`src/rtl/pio_dribbler_ctrl.sv`:
```
// pio_dribbler_ctrl: Avalon-MM slave PIO for the dribbler control bus.
// Four registers: DATA, SET/STATUS, CLR/COUNT, WDOG. Writes to DATA/SET/CLR
// update out_port one cycle later and refresh the watchdog; if the watchdog
// counts down to zero without a refresh, out_port falls back to SAFE_VALUE.
//
// Build option: define PIO_DRIBBLER_CTRL_WDOG_EN to include the refresh
// watchdog (reload, count, expired). Without it, WDOG/COUNT/STATUS read 0,
// WDOG writes are ignored and out_port only changes through DATA/SET/CLR.
//
// Bus handshake: single-cycle slave with zero wait states. A write is taken
// on the rising edge where chipselect && !write_n; readdata is combinational
// from address and has no side effects.
module pio_dribbler_ctrl #(
   parameter int               WIDTH       = 4,
   parameter logic [WIDTH-1:0] RESET_VALUE = '0,
   parameter logic [WIDTH-1:0] SAFE_VALUE  = '0
) (
   input  logic             clk,
   input  logic             reset_n,
   input  logic [1:0]       address,
   input  logic             chipselect,
   input  logic             write_n,
   input  logic [31:0]      writedata,
   output logic [31:0]      readdata,
   output logic [WIDTH-1:0] out_port
);

   logic             wr_en;
   logic             expire;
   logic [WIDTH-1:0] data_out;
   logic [WIDTH-1:0] data_next;
   logic             unused_bits;

   assign wr_en       = chipselect && !write_n;
   assign unused_bits = &{1'b0, writedata};
   assign out_port    = data_out;

`ifdef PIO_DRIBBLER_CTRL_WDOG_EN
   logic [31:0] reload;
   logic [31:0] count;
   logic        expired;

   // Expiry happens only on the 1 -> 0 step with no write of any kind;
   // DATA/SET/CLR writes reload the count and WDOG writes load it directly.
   assign expire = (count == 32'd1) && !wr_en;

   // Watchdog state: WDOG write loads reload/count, refresh reloads count.
   always_ff @(posedge clk or negedge reset_n) begin
      if (!reset_n) begin
         reload  <= 32'd0;
         count   <= 32'd0;
         expired <= 1'b0;
      end else begin
         if (wr_en && (address == 2'd3)) begin
            reload  <= writedata;
            count   <= writedata;
            expired <= 1'b0;
         end else if (wr_en) begin
            count <= reload;
         end else if (count != 32'd0) begin
            count <= count - 32'd1;
            if (expire) begin
               expired <= 1'b1;
            end
         end
      end
   end
`else
   assign expire = 1'b0;
`endif

   // Next data_out: bus writes take priority over the watchdog fallback.
   always_comb begin
      data_next = data_out;
      if (wr_en) begin
         case (address)
            2'd0:    data_next = writedata[WIDTH-1:0];
            2'd1:    data_next = data_out | writedata[WIDTH-1:0];
            2'd2:    data_next = data_out & ~writedata[WIDTH-1:0];
            default: data_next = data_out;
         endcase
      end else if (expire) begin
         data_next = SAFE_VALUE;
      end
   end

   // Output register driving the dribbler pins.
   always_ff @(posedge clk or negedge reset_n) begin
      if (!reset_n) begin
         data_out <= RESET_VALUE;
      end else begin
         data_out <= data_next;
      end
   end

   // Combinational read mux, zero wait states.
   always_comb begin
      readdata = 32'd0;
      case (address)
         2'd0: readdata[WIDTH-1:0] = data_out;
`ifdef PIO_DRIBBLER_CTRL_WDOG_EN
         2'd1: readdata[1:0] = {(count != 32'd0), expired};
         2'd2: readdata = count;
         2'd3: readdata = reload;
`endif
         default: readdata = 32'd0;
      endcase
   end

endmodule
```
`config.mk`:
```
export PLATFORM = sky130hd
export DESIGN_NAME = pio_dribbler_ctrl
export DESIGN_NICKNAME = d
export VERILOG_FILES = /design/src/rtl/pio_dribbler_ctrl.sv
export SDC_FILE = /design/constraint.sdc
export NUM_CORES = 1
export LEC_CHECK = 0
export ABC_AREA = 1
export CAP_MARGIN = 20
export CORE_MARGIN = 3
export CORE_UTILIZATION = 22
export CTS_BUF_LIST = sky130_fd_sc_hd__clkbuf_16
export DETAILED_ROUTE_END_ITERATION = 6
export HOLD_SLACK_MARGIN = 0.15
export PLACE_DENSITY = 0.76
export SYNTH_ARGS = -nofsm -noshare
export SYNTH_HDL_FRONTEND = slang
export SYNTH_SLANG_ARGS = --single-unit
export TNS_END_PERCENT = 50
```
`constraint.sdc`:
```
create_clock -name clk -period 0.8 [get_ports clk]
set_input_delay 0.08 -clock clk [delete_from_list [all_inputs] [get_ports clk]]
set_output_delay 0.08 -clock clk [all_outputs]
set_load 0.01 [all_outputs]
```
==> key figures, run 1 <==
Timing
  • Clock Skew: 0 ns
  • Final Setup Violations: 12
  • Fmax: 1.04 GHz
  • Worst hold slack: 0.214 ns
  • Hold Fails Final Rpt: 0
  • Slew Limit Fails: 0
  • Tmin final: 0.960 ns
  • Unrepaired setup endpoints after global routing: true
  • Period utilisation layout: 120%
  • Setup WS post-layout: -0.160 ns

Placement
  • Post-Place Cells: 133
  • Dpl hpwl: 935 um
  • # port buffers: 17
  • Final Wtd Congestion: 0.714

Critical path
  • Crit path max fanout: 3
  • Crit start category: flop
  • Required time of the critical path: 0.72 ns
  • R2R Setup Slk: -0.13 ns
  • Reg2reg path depth: 6
  • Buffers & Inverters on Critical Path: 2
  • Slowest stage delay, CP: 0.41 ns
  • WP data arrival: 0.88 ns
  • Top cell family by delay on the critical path: flip-flops
  • Reg-to-reg endpoint: out_port[1]
  • CP max-delay cell: dfrtp_1
  • Crit. End Element: output pin
  • R2R Path Start: out_port[1]
  • Critical-path cell list: nand2_1, inv_1, buf_2
  • CP Class: reg2out

Floorplanning
  • Die area: 3150 um2
  • # rows: 17
  • Die width: 56.1 um
  • Ports: 74
  • Starting density of the core: 24.1%
  • Core Box Area: 2300 um2
  • Height of the die: 56.1 um

Run status
  • Failing checks: setup timing
  • Status: finished with violations

Global route
  • Grt ovf: 0
  • Maximum number of pins on one net before global-route repair: 6
  • Vias in the first global route: 393
  • All-layer global routing usage: 6.94%
  • Initial antenna violation count: 0
  • First-pass GRT wire length: 1670 um

Detailed routing
  • DR vias/cell: 3.28
  • WL per Instance: 8.44 um
  • Initial DRT Pass Iterations: 4
  • Drt initial violations: 5
  • Via count: 463
  • Residual DRC count: 0
  • Post-route ant nets: 0
  • Final WL: 1190 um

Layout
  • Post-Layout Cell Count: 141
  • Max reg flops: 4
  • Multi-input logic area: 332 um2
  • Layout cells sized above 1: 29.2%
  • Antenna cells: 0
  • Post-layout net count: 157
  • Area grow syn2layout: 46.6%
  • Fillers: 265
  • Sequential Area: 100 um2

Synth
  • Mapped Avg Cell Area: 6.58 um2
  • Register area share after synthesis: 18.1%
  • Synthesized area: 553 um2
  • Number of synthesized register bits: 4
  • Yosys warning count: 0
  • Post-synth cell types: 10
  • Gate Count Post-Synth: 84

Clocking
  • CTS H-tree depth: 1
  • TritonCTS clock tree: yes
  • CTS root buf: clkbuf_16
  • Clk sinks: 4
  • Clock-pin slew on the worst setup and hold paths: 0.03 ns
  • Clock buffer count from CTS: 3
  • Clk Latency, worst-skew pair: 0.22 ns
  • Clock Path Buffers: 2

Pwr
  • Maximum vdd drop: 815 uV
  • Static Leak: 0.513 nW
  • Pwr dens: 1890 nW/um2

Run
  • Max Cap Viol: 0

Min path
  • Hold crit path type: in2async
area by class of cell:
cell class,count,share of cell area [%]
timing repair buffer,27,26.7
clock buffer,3,9.26
tap,28,4.32
multi-input combinational,67,40.9
inverter,12,6.48
sequential,4,12.3
stage by stage:
step	TNS [ns]	power [W]	instance area (um2)	utilization (%)	setup slack, ns
6_report	-1.10	0.00153	811	35.3	-0.160
5_1_grt	-1.59	0.00161	811	35.3	-0.194
3_3_place_gp	-6.42	0.000695	707	30.8	-0.697
4_1_cts	-0.940	0.00146	758	33.0	-0.156
3_5_place_dp	-6.47	0.000699	707	30.8	-0.718
2_1_floorplan	0	0.000586	674	-	0.000177
worst max path at each step:
stage | depth (start not counted) | from | to
2_1_floorplan | 7 | address[1] | out_port[0]
3_3_place_gp | 6 | address[0] | readdata[0]
3_5_place_dp | 6 | address[0] | readdata[2]
4_1_cts | 3 | out_port[2] | readdata[2]
5_1_grt | 3 | out_port[1] | readdata[1]
6_report | 3 | out_port[2] | readdata[2]
metal layers:
layer,track usage (%),part of all wire (%)
met1,8.29,37
met2,9.68,50
met3,2.32,10
met4,6.10,2.7
met5,0,0
worst reg2reg max path, stage by stage, from the launching register on:
cell and delay, ns:
dfrtp_1 0.39, buf_6 0.12, buf_6 0.11, nand2_4 0.04, nand2_2 0.05, nand3_2 0.05, nand2_1 0.04
repair_timing:
item | in CTS | in global routing
pin swaps | 8 | 4
hold endpoints to repair | 4 | 0
gates resized for setup | 44 | 8
hold buffers | 1 | 0
setup endpoints to repair | 12 | 16
setup buffers | 1 | 3
synthesized netlist by cell type, drive strengths merged:
cell type | instances | area, um2
buf | 28 | 210
ha | 4 | 50.1
dfrtp | 4 | 100
conb | 1 | 3.75
nor2 | 2 | 15.0
nand3 | 4 | 20.0
inv | 12 | 45.0
nand2 | 29 | 109
power by group:
group          switching [W]  leakage, nW  internal (W)  total (W)
logic               0.000246        0.425      0.000227   0.000474
registers          0.0000423       0.0509      0.000241   0.000283
clock network       0.000138       0.0370      0.000638   0.000776
total               0.000426        0.513       0.00111    0.00153
cells by family after synthesis:
family / share of synthesized area (%)
AND/OR/NAND/NOR: 26.0
adder cells (fa/ha/maj): 9.05
flip-flops: 18.1
buffers and inverters: 46.2
other: 0.678
cells in the final DEF (no fill, tap or decap), types with 4 or more instances in the layout:
| cell | Yosys | final |
|---|---|---|
| conb_1 | 1 | 28 |
| nand2_1 | 29 | 25 |
| inv_1 | 11 | 8 |
| buf_4 | 28 | 8 |
| buf_2 | 0 | 8 |
| clkdlybuf4s50_1 | 0 | 6 |
| dfrtp_1 | 4 | 4 |
No activity file was read; power rests on OpenSTA's default activity.
==> inputs of run 2 (changes only) <==
Settings changed: PLACE_DENSITY 0.76 to not set, PLACE_DENSITY_LB_ADDON set to 0.08.
==> run 2 against run 1 <==
Against the previous run: highest routed layer is now met3; register-to-register slack better by 0.03 ns; worst hold slack better by 0.0035 ns; the flow still finishes with violations (setup timing); combinational power is 4.4% lower; largest cell class unchanged; first-iteration DRC count is 20% lower.
==> key figures, run 2 (synthesized netlist as in run 1, its figures left out) <==
Critical path
  • R2R Setup Slk: -0.10 ns
  • Crit start category: flop
  • CP startpoint: out_port[3]
  • Crit. End Element: output pin
  • CP max-delay cell: dfrtp_1
  • Required time of the critical path: 0.72 ns
  • CP Class: reg2out
  • Slowest stage delay, CP: 0.41 ns
  • Crit path max fanout: 3
  • R2R Path Start: out_port[3]
  • Reg-to-reg endpoint: out_port[3]
  • Reg2reg path depth: 5
  • WP data arrival: 0.87 ns
  • Critical-path cell list: nand2_1, inv_1, buf_2

Pwr
  • Pwr dens: 1860 nW/um2
  • Maximum vdd drop: 785 uV
  • Static Leak: 0.501 nW

Placement
  • Post-Place Cells: 136
  • # port buffers: 17
  • Dpl hpwl: 984 um
  • Final Wtd Congestion: 0.707

Clocking
  • CTS root buf: clkbuf_16
  • Clock Path Buffers: 2
  • Clock buffer count from CTS: 3
  • Clk Latency, worst-skew pair: 0.22 ns
  • CTS H-tree depth: 1
  • Clock-pin slew on the worst setup and hold paths: 0.03 ns
  • Clk sinks: 4
  • TritonCTS clock tree: yes

Layout
  • Post-layout net count: 156
  • Area grow syn2layout: 45.9%
  • Fillers: 248
  • Most common cell after layout, fill and taps aside: conb_1
  • Antenna cells: 0
  • Core Util, Final: 35.1%
  • Post-Layout Cell Count: 140
  • Max reg flops: 4
  • Most frequent cells in the layout: 28 x conb_1, 25 x nand2_1, 8 x inv_1, 8 x buf_2
  • Layout cells sized above 1: 30.4%

Run status
  • Failing checks: setup timing
  • Status: finished with violations

Timing
  • Setup WS post-layout: -0.152 ns
  • Clock Skew: 0 ns
  • Unrepaired setup endpoints after global routing: true
  • Period utilisation layout: 119%
  • Hold Fails Final Rpt: 0
  • Final Setup Violations: 12
  • Tmin final: 0.952 ns
  • Slew Limit Fails: 0
  • Setup TNS: -0.906 ns
  • Fmax: 1.05 GHz

Global route
  • All-layer global routing usage: 7.16%
  • First-pass GRT wire length: 1730 um
  • Initial antenna violation count: 0
  • Maximum number of pins on one net before global-route repair: 6
  • Grt ovf: 0
  • Vias in the first global route: 385

Detailed routing
  • Drt initial violations: 4
  • DR vias/cell: 3.39
  • Residual DRC count: 0
  • Initial DRT Pass Iterations: 3
  • WL per Instance: 7.92 um
  • Final WL: 1110 um
  • Post-route ant nets: 0
  • Via count: 474

Floorplanning
  • Starting density of the core: 24.1%
  • # rows: 17
  • Height of the die: 56.1 um
  • Die area: 3150 um2
  • Ports: 74
  • Die width: 56.1 um
  • Core Box Area: 2300 um2

Run
  • Max Cap Viol: 0

Min path
  • Hold crit path type: in2async
run 2: worst max-delay path: cells and delay by family (launching register included):
family                 cells  cell delay [ns]
buffers and inverters      2             0.16
flip-flops                 1             0.41
AND/OR/NAND/NOR            1             0.08
run 2: per-layer routing:
metal / up-vias / wire length [um] / part of all wire, % / GRT usage, %
met5: - / 0 / 0 / 0
met4: 0 / 0 / 0 / 4.07
met3: 0 / 139 / 13 / 3.25
met2: 30 / 524 / 47 / 10.0
met1: 199 / 445 / 40 / 8.93
li1: 245 / - / - / -
run 2: report_power, final:
group          internal (W)  total, W  switching, W  leakage [nW]
Clock              0.000637  0.000765      0.000128        0.0370
Sequential         0.000241  0.000280     0.0000395        0.0509
Combinational      0.000214  0.000453      0.000239         0.413
Total               0.00109   0.00150      0.000406         0.501
run 2: how the worst max path moves through the flow:
stage | to | slack (ns) | cells after the start
after floorplan | out_port[0] | 0.0002 | 7
after global placement | readdata[2] | -0.71 | 6
after detailed placement | readdata[1] | -0.71 | 6
after CTS | readdata[3] | -0.16 | 3
after global routing | readdata[3] | -0.19 | 3
final | readdata[3] | -0.15 | 3
run 2: area by class of cell:
cell class | count | area [um2] | area share (%)
Clock buffer | 3 | 75.1 | 9.30
Sequential cell | 4 | 100 | 12.4
Tap cell | 28 | 35.0 | 4.34
Inverter | 12 | 52.6 | 6.51
Timing Repair Buffer | 26 | 213 | 26.4
Multi-Input combinational cell | 67 | 332 | 41.1
run 2: through the flow:
stage / hold slack [ns] / instance area (um2) / worst slack (ns) / power (W)
final: 0.218 / 807 / -0.152 / 0.00150
after global routing: 0.262 / 807 / -0.185 / 0.00159
after CTS: 0.494 / 777 / -0.157 / 0.00150
after detailed placement: 0.299 / 729 / -0.708 / 0.000743
after global placement: 0.298 / 729 / -0.706 / 0.000753
after floorplan: -0.216 / 674 / 0.000177 / 0.000586
run 2: repair_timing:
action / 4_1_cts / 5_1_grt
hold buffers: 1 / 0
pin swaps: 8 / 6
setup buffers: 2 / 0
endpoints found under the hold margin: 4 / 0
gates resized for setup: 45 / 9
setup endpoints to repair: 12 / 16
==> inputs of run 3 (changes only) <==
Settings changed: CORE_UTILIZATION 22 to 26, CTS_BUF_LIST sky130_fd_sc_hd__clkbuf_16 to sky130_fd_sc_hd__clkbuf_4 sky130_fd_sc_hd__clkbuf_8 sky130_fd_sc_hd__clkbuf_16.
Clock period 0.8 ns to 1.1 ns, I/O delays scaled along.
==> run 3 against run 2 <==
Against the previous run: the run now ends clean; clock power down 76%; non-clock buffer count decreased by 3; clock skew unchanged; sequential cell count is the same; wire length shrank 3.1%; cell count shrank 2.9%; combinational power decreased by 35%; worst hold slack improved by 0.32 ns; die area is 14% lower; largest power group is now combinational cells; highest routed layer unchanged.
==> key figures, run 3 (synthesized netlist as in run 1, its figures left out) <==
Run status
  • Status: finished clean

Detailed routing
  • Initial DRT Pass Iterations: 4
  • Via count: 468
  • Drt initial violations: 5
  • Final WL: 1080 um
  • DR vias/cell: 3.44
  • WL per Instance: 7.90 um
  • Post-route ant nets: 0
  • Residual DRC count: 0

Placement
  • Post-Place Cells: 131
  • Placed Area: 678 um2
  • Dpl hpwl: 904 um
  • Final Wtd Congestion: 0.786
  • # port buffers: 17

Min path
  • Hold path endpoint: out_port[0]
  • Hold crit path type: reg2reg
  • Hold Startpoint: out_port[0]
  • Hold-critical path depth: 2

Critical path
  • Slowest stage delay, CP: 0.40 ns
  • CP Class: reg2out
  • Top cell family by delay on the critical path: flip-flops
  • Crit. End Element: output pin
  • R2R Setup Slk: 0.24 ns
  • Crit start category: flop
  • R2R Path Start: out_port[3]
  • Critical path depth in cells: 1
  • Buffers & Inverters on Critical Path: 1
  • WP data arrival: 0.93 ns
  • Critical-path cell list: dlygate4sd2_1
  • Crit path max fanout: 4
  • Reg-to-reg endpoint: out_port[3]
  • CP max-delay cell: dfrtp_1
  • Required time of the critical path: 0.99 ns
  • Reg2reg path depth: 5

Clocking
  • TritonCTS clock tree: yes
  • Clk sinks: 4
  • Clock Path Buffers: 2
  • Clock buffer count from CTS: 3
  • Clk Latency, worst-skew pair: 0.24 ns
  • CTS root buf: clkbuf_4
  • CTS H-tree depth: 1
  • Clock-pin slew on the worst setup and hold paths: 0.04 ns

Run
  • Max Cap Viol: 0

Layout
  • Most common cell after layout, fill and taps aside: conb_1
  • Post-layout net count: 153
  • Most frequent cells in the layout: 28 x conb_1, 27 x nand2_1, 7 x inv_1, 7 x clkdlybuf4s50_1
  • Design area: 719 um2
  • Max reg flops: 4
  • Antenna cells: 0
  • Post-Layout Cell Count: 136
  • Layout cells sized above 1: 19.3%
  • Area grow syn2layout: 30.1%

Timing
  • Period utilisation layout: 94.6%
  • Worst hold slack: 0.535 ns
  • Final Setup Violations: 0
  • Setup TNS: 0 ns
  • Slew Limit Fails: 0
  • Clock Skew: 0 ns
  • Hold Fails Final Rpt: 0
  • Fmax: 0.961 GHz
  • Tmin final: 1.04 ns

Global route
  • Maximum number of pins on one net before global-route repair: 6
  • First-pass GRT wire length: 1640 um
  • All-layer global routing usage: 8.22%
  • Initial antenna violation count: 0
  • Grt ovf: 0
  • Vias in the first global route: 384

Floorplanning
  • Die width: 52.1 um
  • Height of the die: 52.1 um
  • Starting density of the core: 27.9%
  • Core Box Area: 1980 um2
  • Die area: 2720 um2
  • Ports: 74
  • # rows: 16

Pwr
  • Maximum vdd drop: 634 uV
  • Static Leak: 0.455 nW
  • Power, Total: 0.000675 W
  • Pwr dens: 938 nW/um2
## run 3: changes by cell type in the layout (fill, tap and decap cells not counted), sizes merged
cell / change
buf: -12
dlygate4sd2: +5
clkbuf: +3
clkdlybuf4s15: +1
clkdlybuf4s50: +1
dlymetal6s2s: -1
## run 3: per-layer routing
metal / up-vias / share of wire, % / GRT usage, %
li1: 241 / - / -
met3: 0 / 10 / 4.30
met5: - / 0 / 0
met2: 28 / 45 / 12.6
met1: 199 / 45 / 10.9
met4: 0 / 0 / 0
## run 3: metrics by stage
stage / setup WS [ns] / util (%)
after floorplan: 0.195 / -
after global placement: -0.521 / 34.2
after detailed placement: -0.528 / 34.2
after global routing: -0.00156 / 36.3
after CTS: -0.0726 / 36.2
final: 0.0599 / 36.3
## run 3: where the power goes
group	switching, W	internal (W)
clock	0.0000589	0.000122
sequential	0.0000255	0.000175
combinational	0.000159	0.000135
## run 3: cell type report
class | count | area [um2]
multi-input cells | 67 | 317
well taps | 27 | 33.8
flip-flops and latches | 4 | 100
repair buffers | 23 | 201
clock buffers | 3 | 22.5
inverters | 12 | 45.0
fillers | 239 | 1260
## run 3: how the worst max path moves through the flow
stage                     start           to
CTS                 out_port[2]  readdata[2]
detailed placement   address[0]  readdata[2]
global route         address[0]  out_port[1]
floorplan            address[0]  out_port[0]
global placement     address[1]  readdata[2]
finish              out_port[0]  out_port[0]
## run 3: repair_timing
item / CTS / global route
buffers inserted: 1 / 0
endpoints found under the setup margin: 12 / 9
gates resized for setup: 19 / 11
hold endpoints to repair: 4 / 0
pin swaps: 1 / 1
cloned: 0 / 0
hold buffers: 1 / 0
